$ cat src/rtl/coef_bank.sv
// coef_bank: double-buffered FIR coefficient store.
// A serial loader fills the shadow bank while the active bank streams taps to the MAC.
// A full shadow bank is swapped in atomically, but only while no sweep is running
// or on the final tap of a sweep. This keeps every sweep internally consistent.
module coef_bank #(
    parameter int               TAP_W       = 16,
    parameter int               N_TAPS      = 16,
    parameter logic [TAP_W-1:0] DEFAULT_TAP = TAP_W'(1),
    parameter int               IDX_W       = $clog2(N_TAPS)
) (
    input  logic             i_clk,
    input  logic             i_rst,
    input  logic             i_load_start,
    input  logic             i_load_valid,
    input  logic [TAP_W-1:0] i_load_data,
    output logic             o_load_ready,
    output logic             o_commit_pending,
    output logic             o_swapped,
    output logic             o_bank,
    input  logic             i_rd_start,
    input  logic             i_rd_rev,
    output logic [TAP_W-1:0] o_tap,
    output logic [IDX_W-1:0] o_tap_idx,
    output logic             o_tap_valid,
    output logic             o_tap_last,
    output logic             o_busy
);

    typedef enum logic [1:0] {
        L_IDLE = 2'd0,
        L_FILL = 2'd1,
        L_PEND = 2'd2
    } load_state_t;

    typedef enum logic {
        R_IDLE = 1'b0,
        R_RUN  = 1'b1
    } rd_state_t;

    localparam logic [IDX_W-1:0] LAST_IDX = IDX_W'(N_TAPS - 1);

    // ------------------------------------------------------------------
    // State
    // ------------------------------------------------------------------
    load_state_t      load_state_q, load_state_d;
    logic [IDX_W-1:0] wptr_q, wptr_d;
    logic             bank_q, bank_d;

    rd_state_t        rd_state_q, rd_state_d;
    logic             sweep_bank_q, sweep_bank_d;
    logic             rev_q, rev_d;
    logic [TAP_W-1:0] tap_q, tap_d;
    logic [IDX_W-1:0] tap_idx_q, tap_idx_d;
    logic             tap_valid_q, tap_valid_d;
    logic             tap_last_q, tap_last_d;

    // Write port and swap control
    logic             wr_en;
    logic [IDX_W-1:0] wr_addr;
    logic             wr_bank;
    logic             swap;

    // Read port
    logic             rd_accept;
    logic             rd_bank_sel;
    logic [IDX_W-1:0] rd_idx;
    logic [IDX_W-1:0] step_idx;
    logic [IDX_W-1:0] end_idx;

    // Flattened view of both banks for the readout mux
    logic [TAP_W-1:0] tap_arr [2][N_TAPS];

    // The loader always targets the bank that is not being read
    assign wr_bank = ~bank_q;

    // ------------------------------------------------------------------
    // Coefficient storage: one register per tap and bank. The registers
    // need a reset value, so the store is built from flops, not RAM.
    // ------------------------------------------------------------------
    for (genvar gb = 0; gb < 2; gb++) begin : g_bank
        for (genvar gi = 0; gi < N_TAPS; gi++) begin : g_tap
            logic [TAP_W-1:0] cell_q, cell_d;

            // Capture the load word when this cell is the write target
            always_comb begin
                cell_d = cell_q;
                if (wr_en && (wr_bank == 1'(gb)) && (wr_addr == IDX_W'(gi))) begin
                    cell_d = i_load_data;
                end
            end

            // Cell register; reset restores the default coefficient
            always_ff @(posedge i_clk) begin
                if (i_rst) begin
                    cell_q <= DEFAULT_TAP;
                end else begin
                    cell_q <= cell_d;
                end
            end

            assign tap_arr[gb][gi] = cell_q;
        end
    end

    // ------------------------------------------------------------------
    // Load FSM next state: fill the shadow bank, then wait for a safe swap point
    // ------------------------------------------------------------------
    always_comb begin
        load_state_d = load_state_q;
        wptr_d       = wptr_q;
        wr_en        = 1'b0;
        wr_addr      = wptr_q;
        swap         = 1'b0;

        if (i_load_start) begin
            // A start always (re)opens the fill at index 0.
            // Any pending commit is dropped.
            load_state_d = L_FILL;
            wptr_d       = '0;
            if ((load_state_q != L_IDLE) && i_load_valid) begin
                // A restart with valid data writes that word to index 0
                wr_en   = 1'b1;
                wr_addr = '0;
                wptr_d  = IDX_W'(1);
            end
        end else begin
            case (load_state_q)
                L_FILL: begin
                    if (i_load_valid) begin
                        wr_en = 1'b1;
                        if (wptr_q == LAST_IDX) begin
                            load_state_d = L_PEND;
                            wptr_d       = '0;
                        end else begin
                            wptr_d = wptr_q + IDX_W'(1);
                        end
                    end
                end
                L_PEND: begin
                    // Swap only when no sweep would see a mid-sweep bank change
                    if ((rd_state_q == R_IDLE) || tap_last_q) begin
                        swap         = 1'b1;
                        load_state_d = L_IDLE;
                    end
                end
                default: begin
                    load_state_d = load_state_q;
                end
            endcase
        end
    end

    // Toggle the bank pointer on a swap
    always_comb begin
        bank_d = bank_q ^ swap;
    end

    // ------------------------------------------------------------------
    // Read FSM next state: registered sweep over the active bank
    // ------------------------------------------------------------------
    // Accept a start when idle, or on the last tap so sweeps can run back to back
    assign rd_accept = i_rd_start && ((rd_state_q == R_IDLE) || tap_last_q);
    assign step_idx  = rev_q ? (tap_idx_q - IDX_W'(1)) : (tap_idx_q + IDX_W'(1));
    assign end_idx   = rev_q ? '0 : LAST_IDX;

    // Sequence the tap index and fetch the next coefficient
    always_comb begin
        rd_state_d   = rd_state_q;
        sweep_bank_d = sweep_bank_q;
        rev_d        = rev_q;
        tap_d        = tap_q;
        tap_idx_d    = tap_idx_q;
        tap_valid_d  = tap_valid_q;
        tap_last_d   = tap_last_q;
        rd_bank_sel  = sweep_bank_q;
        rd_idx       = step_idx;

        if (rd_accept) begin
            // Latch the post-swap bank so a sweep starting with a swap reads the new data
            rd_state_d   = R_RUN;
            sweep_bank_d = bank_d;
            rev_d        = i_rd_rev;
            rd_bank_sel  = bank_d;
            rd_idx       = i_rd_rev ? LAST_IDX : '0;
            tap_d        = tap_arr[rd_bank_sel][rd_idx];
            tap_idx_d    = rd_idx;
            tap_valid_d  = 1'b1;
            tap_last_d   = 1'b0;
        end else if (rd_state_q == R_RUN) begin
            if (tap_last_q) begin
                // Sweep finished with no follow-on start
                rd_state_d  = R_IDLE;
                tap_valid_d = 1'b0;
                tap_last_d  = 1'b0;
            end else begin
                tap_d      = tap_arr[rd_bank_sel][rd_idx];
                tap_idx_d  = step_idx;
                tap_last_d = (step_idx == end_idx);
            end
        end
    end

    // ------------------------------------------------------------------
    // State registers with synchronous reset
    // ------------------------------------------------------------------
    always_ff @(posedge i_clk) begin
        if (i_rst) begin
            load_state_q <= L_IDLE;
            wptr_q       <= '0;
            bank_q       <= 1'b0;
            rd_state_q   <= R_IDLE;
            sweep_bank_q <= 1'b0;
            rev_q        <= 1'b0;
            tap_q        <= '0;
            tap_idx_q    <= '0;
            tap_valid_q  <= 1'b0;
            tap_last_q   <= 1'b0;
        end else begin
            load_state_q <= load_state_d;
            wptr_q       <= wptr_d;
            bank_q       <= bank_d;
            rd_state_q   <= rd_state_d;
            sweep_bank_q <= sweep_bank_d;
            rev_q        <= rev_d;
            tap_q        <= tap_d;
            tap_idx_q    <= tap_idx_d;
            tap_valid_q  <= tap_valid_d;
            tap_last_q   <= tap_last_d;
        end
    end

    // ------------------------------------------------------------------
    // Outputs
    // ------------------------------------------------------------------
    assign o_load_ready     = (load_state_q == L_FILL);
    assign o_commit_pending = (load_state_q == L_PEND);
    assign o_swapped        = swap;
    assign o_bank           = bank_q;
    assign o_tap            = tap_q;
    assign o_tap_idx        = tap_idx_q;
    assign o_tap_valid      = tap_valid_q;
    assign o_tap_last       = tap_last_q;
    assign o_busy           = (rd_state_q == R_RUN);

endmodule

$ cat config.mk
export PLATFORM = sky130hd
export DESIGN_NAME = coef_bank
export DESIGN_NICKNAME = d
export VERILOG_FILES = /design/src/rtl/coef_bank.sv
export SDC_FILE = /design/constraint.sdc
export NUM_CORES = 1
export LEC_CHECK = 0
export CORE_ASPECT_RATIO = 0.5
export CORE_UTILIZATION = 58
export CTS_BUF_LIST = sky130_fd_sc_hd__clkbuf_4
export DETAILED_ROUTE_END_ITERATION = 7
export PLACE_DENSITY_LB_ADDON = 0.05
export SYNTH_ARGS = -nofsm -noshare
export SYNTH_HDL_FRONTEND = slang
export SYNTH_SLANG_ARGS = --single-unit
$ cat constraint.sdc
create_clock -name i_clk -period 2.7 [get_ports i_clk]
set_clock_uncertainty 0.15 [all_clocks]
set_input_delay 0.27 -clock i_clk [delete_from_list [all_inputs] [get_ports i_clk]]
set_output_delay 0.27 -clock i_clk [all_outputs]
set_load 0.05 [all_outputs]
==> qor.yml <==
die:
  num_rows: 52
  core_um2: 40860
  dieArea_um2: 42830
  pin_count: 49
  initial_utilization_pct: 59.56
  die_x_um: 291.7
  die_height_um: 146.8
worst_setup_path:
  crit_path_end_kind: "flop"
  crit_fanout: 4
  required_ns: 3.27
  worstSetupPathType: "reg2reg"
  worstPathCellList: "fa_4, buf_6, buf_4, mux4_2, mux4_2, nand2_1, o211ai_1"
  crit_arrival_ns: 3.49
  cp_slowest_cell: "fa_4"
  max_stage_delay_ns: 0.86
  crit_top_cell: "mux4_2"
  critical_path.startpoint_type: "flop"
yosys:
  yosysSeqAreaShare_pct: 44.75
  synth_area_leaders: "dfxtp_1 45%, mux2i_1 21%, mux4_2 12%, nor2_1 6.8%, nand2_1 3.4%"
  synth_top_cell_by_area: "dfxtp_1"
  avgSynthCellArea_um2: 10.37
  synth.net_count: 2373
  ys_seq_elements: 544
  synth.most_common_cell: "dfxtp_1"
  synth_ff_type: "dfxtp_1"
  netlist_top_cells_count: "544 x dfxtp_1, 501 x mux2i_1, 443 x nor2_1"
  yosys_warnings: 0
  synthesis.instances: 2347
  async_reset_ff_share_pct: 0
  synth-edff-count: 0
  synthDistinctLibCells: 58
  synth_area_um2: 24330
  synth.top_cell.area_share_pct: 44.75
global_route:
  groute.usage.overall_pct: 31.90
  grt_overflow_total: 0
  grt_max_degree: 140
  antenna_found_initial: 1
  grt_pass1_wl_um: 106000
  grt_pass1_vias: 17900
placed_design:
  gp_congestion: 0.8747
  dp_slack_ns: -0.2806
  hpwl_um: 43500
  port_buffers: 48
detailed_routing:
  met2WireLength_um: 30230
  met3_length_um: 5230
  antenna_left: 0
  drtPass1Iterations: 5
  top_layer_used: "met4"
  wl_per_cell_um: 21.91
  vias: 18500
  wl_met1_um: 32050
  routed_wl_um: 68610
  post-route-drc-count: 0
  vias_per_cell: 5.908
  drt_iter0_drc: 1541
pwr:
  power_mw: 16.86
  ir_worst_vdd_mv: 0.3186
  power.density_nw_per_um2: 590.3
  p_leak_nw: 10.48
status:
  violations: "negative setup slack"
  status: "complete, but fails checks"
timing:
  setup_viol: 13
  drv_slew: 0
  rsz0062_at_grt: "yes"
  hold_viol: 0
  slew_headroom_pct: 45.53
  fmax_mhz: 342.4
  finalCritPeriodShare_pct: 108.2
  period_minus_slack_ns: 2.920
  layout_setup_ws_ns: -0.2203
  worst_slew_pin_slew_ns: 0.8161
cells_and_area:
  nets: 2515
  area_growth_pct: 17.37
  drive_above_1_share_pct: 22.81
  n_fill_cell: 3135
clocking:
  clk_latency_ns: 0.85
  clk_pin_slew_ns: 0.08
  htree_levels: 3
  cts.sinks: 544
  clockRootBuffer: "clkbuf_4"
  clockBufferDepth: 3
  cts_buffers: 121
  cts_tree: "done"
flow_run:
  drv_cap: 0
worst_hold_path:
  hold_path.class: "in2reg"
## final cells by class
class | count | area (um2) | area share [%]
Inverter | 2 | 7.507 | 0.02628
Tap cell | 540 | 675.6 | 2.366
Clock inverter | 46 | 275.3 | 0.9638
Clock buffer | 179 | 1344 | 4.705
Antenna cell | 1 | 2.502 | 0.008762
Timing Repair Buffer | 230 | 2678 | 9.375
Sequential cell | 544 | 10900 | 38.16
Multi-Input combinational cell | 1590 | 12680 | 44.39
## registers in the layout, summed over array words and instances (netlist names)
name	cells
o_tap	16
o_busy	1
g_bank.g_tap.cell_q	512
rev_q	1
o_tap_last	1
o_tap_idx	4
sweep_bank_q	1
o_bank	1
wptr_q	4
load_state_q	2
o_tap_valid	1
## worst max-delay path, delay by kind of cell, from the launching register on
kind,cells,cell delay (ns)
buffers and inverters,2,0.29
AO/OA/AOI/OAI,1,0.08
adder cells (fa/ha/maj),1,0.86
flip-flops,1,0.35
multiplexers,2,0.99
AND/OR/NAND/NOR,1,0.09
## report_power, final
part	internal (mW)	switching, mW	leakage (nW)	total [mW]
logic	0.870	1.19	5.14	2.06
registers	8.06	0.0450	4.39	8.10
clock network	3.34	3.36	0.950	6.70
## cell families after synthesis
group           after synthesis  share of synthesized area, %
xor+xnor                      5                        0.1800
flops                       544                         44.75
buf+inv                     213                         3.913
simple gates                775                         13.20
mux                         644                         33.46
fa+ha+maj                     4                        0.2365
compound gates              162                         4.262
## metal layers
layer | vias to the layer above | global-route usage (%)
met5 | - | 0
met3 | 96 | 5.930
met1 | 9181 | 47.20
li1 | 8572 | -
met4 | 0 | 8.395
met2 | 654 | 47.90
## metrics by stage
| stage | hold WS, ns | cell area (um2) | setup TNS (ns) | util [%] | std cells |
|---|---|---|---|---|---|
| 2_1_floorplan | 0.2481 | 24370 | 0 | - | 2347 |
| 3_3_place_gp | 0.2895 | 26420 | -3.029 | 64.66 | 2871 |
| 3_5_place_dp | 0.2931 | 26420 | -3.688 | 64.66 | 2871 |
| 4_1_cts | 0.03987 | 28290 | -2.024 | 69.24 | 3113 |
| 5_1_grt | 0.07514 | 28560 | -2.722 | 69.90 | 3132 |
| 6_report | 0.1033 | 28560 | -1.815 | 69.90 | 3132 |
## placed cells by master, fill, tap and decap left out, types with 7 or more instances in the layout
cell type and count:
dfxtp_1 541, mux2i_1 496, nor2_1 441, nand2_1 219, clkbuf_4 179, mux4_2 133, buf_4 113, a21oi_1 87
buf_12 55, clkdlybuf4s50_1 42, clkinv_1 33, nand3_1 32, nor2_2 18, nor2b_1 12, a32oi_1 10, nand4_1 8
a211oi_1 8, nor3_1 7, o221a_2 7, a211oi_2 7, buf_6 7
## final timing paths
path / startpoint / to / slack [ns] / cells after the start
worst max-delay path: o_tap_idx[0] / o_tap[14] / -0.22 / 7
worst min register to register: g_bank[1].g_tap[5].cell_q[13] / g_bank[1].g_tap[5].cell_q[13] / 0.30 / 2
worst max register to register: o_tap_idx[0] / o_tap[14] / -0.22 / 7
worst min-delay path: i_load_data[2] / g_bank[1].g_tap[0].cell_q[2] / 0.10 / 4
## timing repair
item | 4_1_cts | 5_1_grt
pin swaps | 7 | 24
gates resized for setup | 19 | 36
buffers inserted | 13 | 17
hold buffers | 2 | 0
endpoints found under the setup margin | 17 | 18
endpoints found under the hold margin | 480 | 0
cloned | 2 | 3
(Power assumes the default switching activity.)
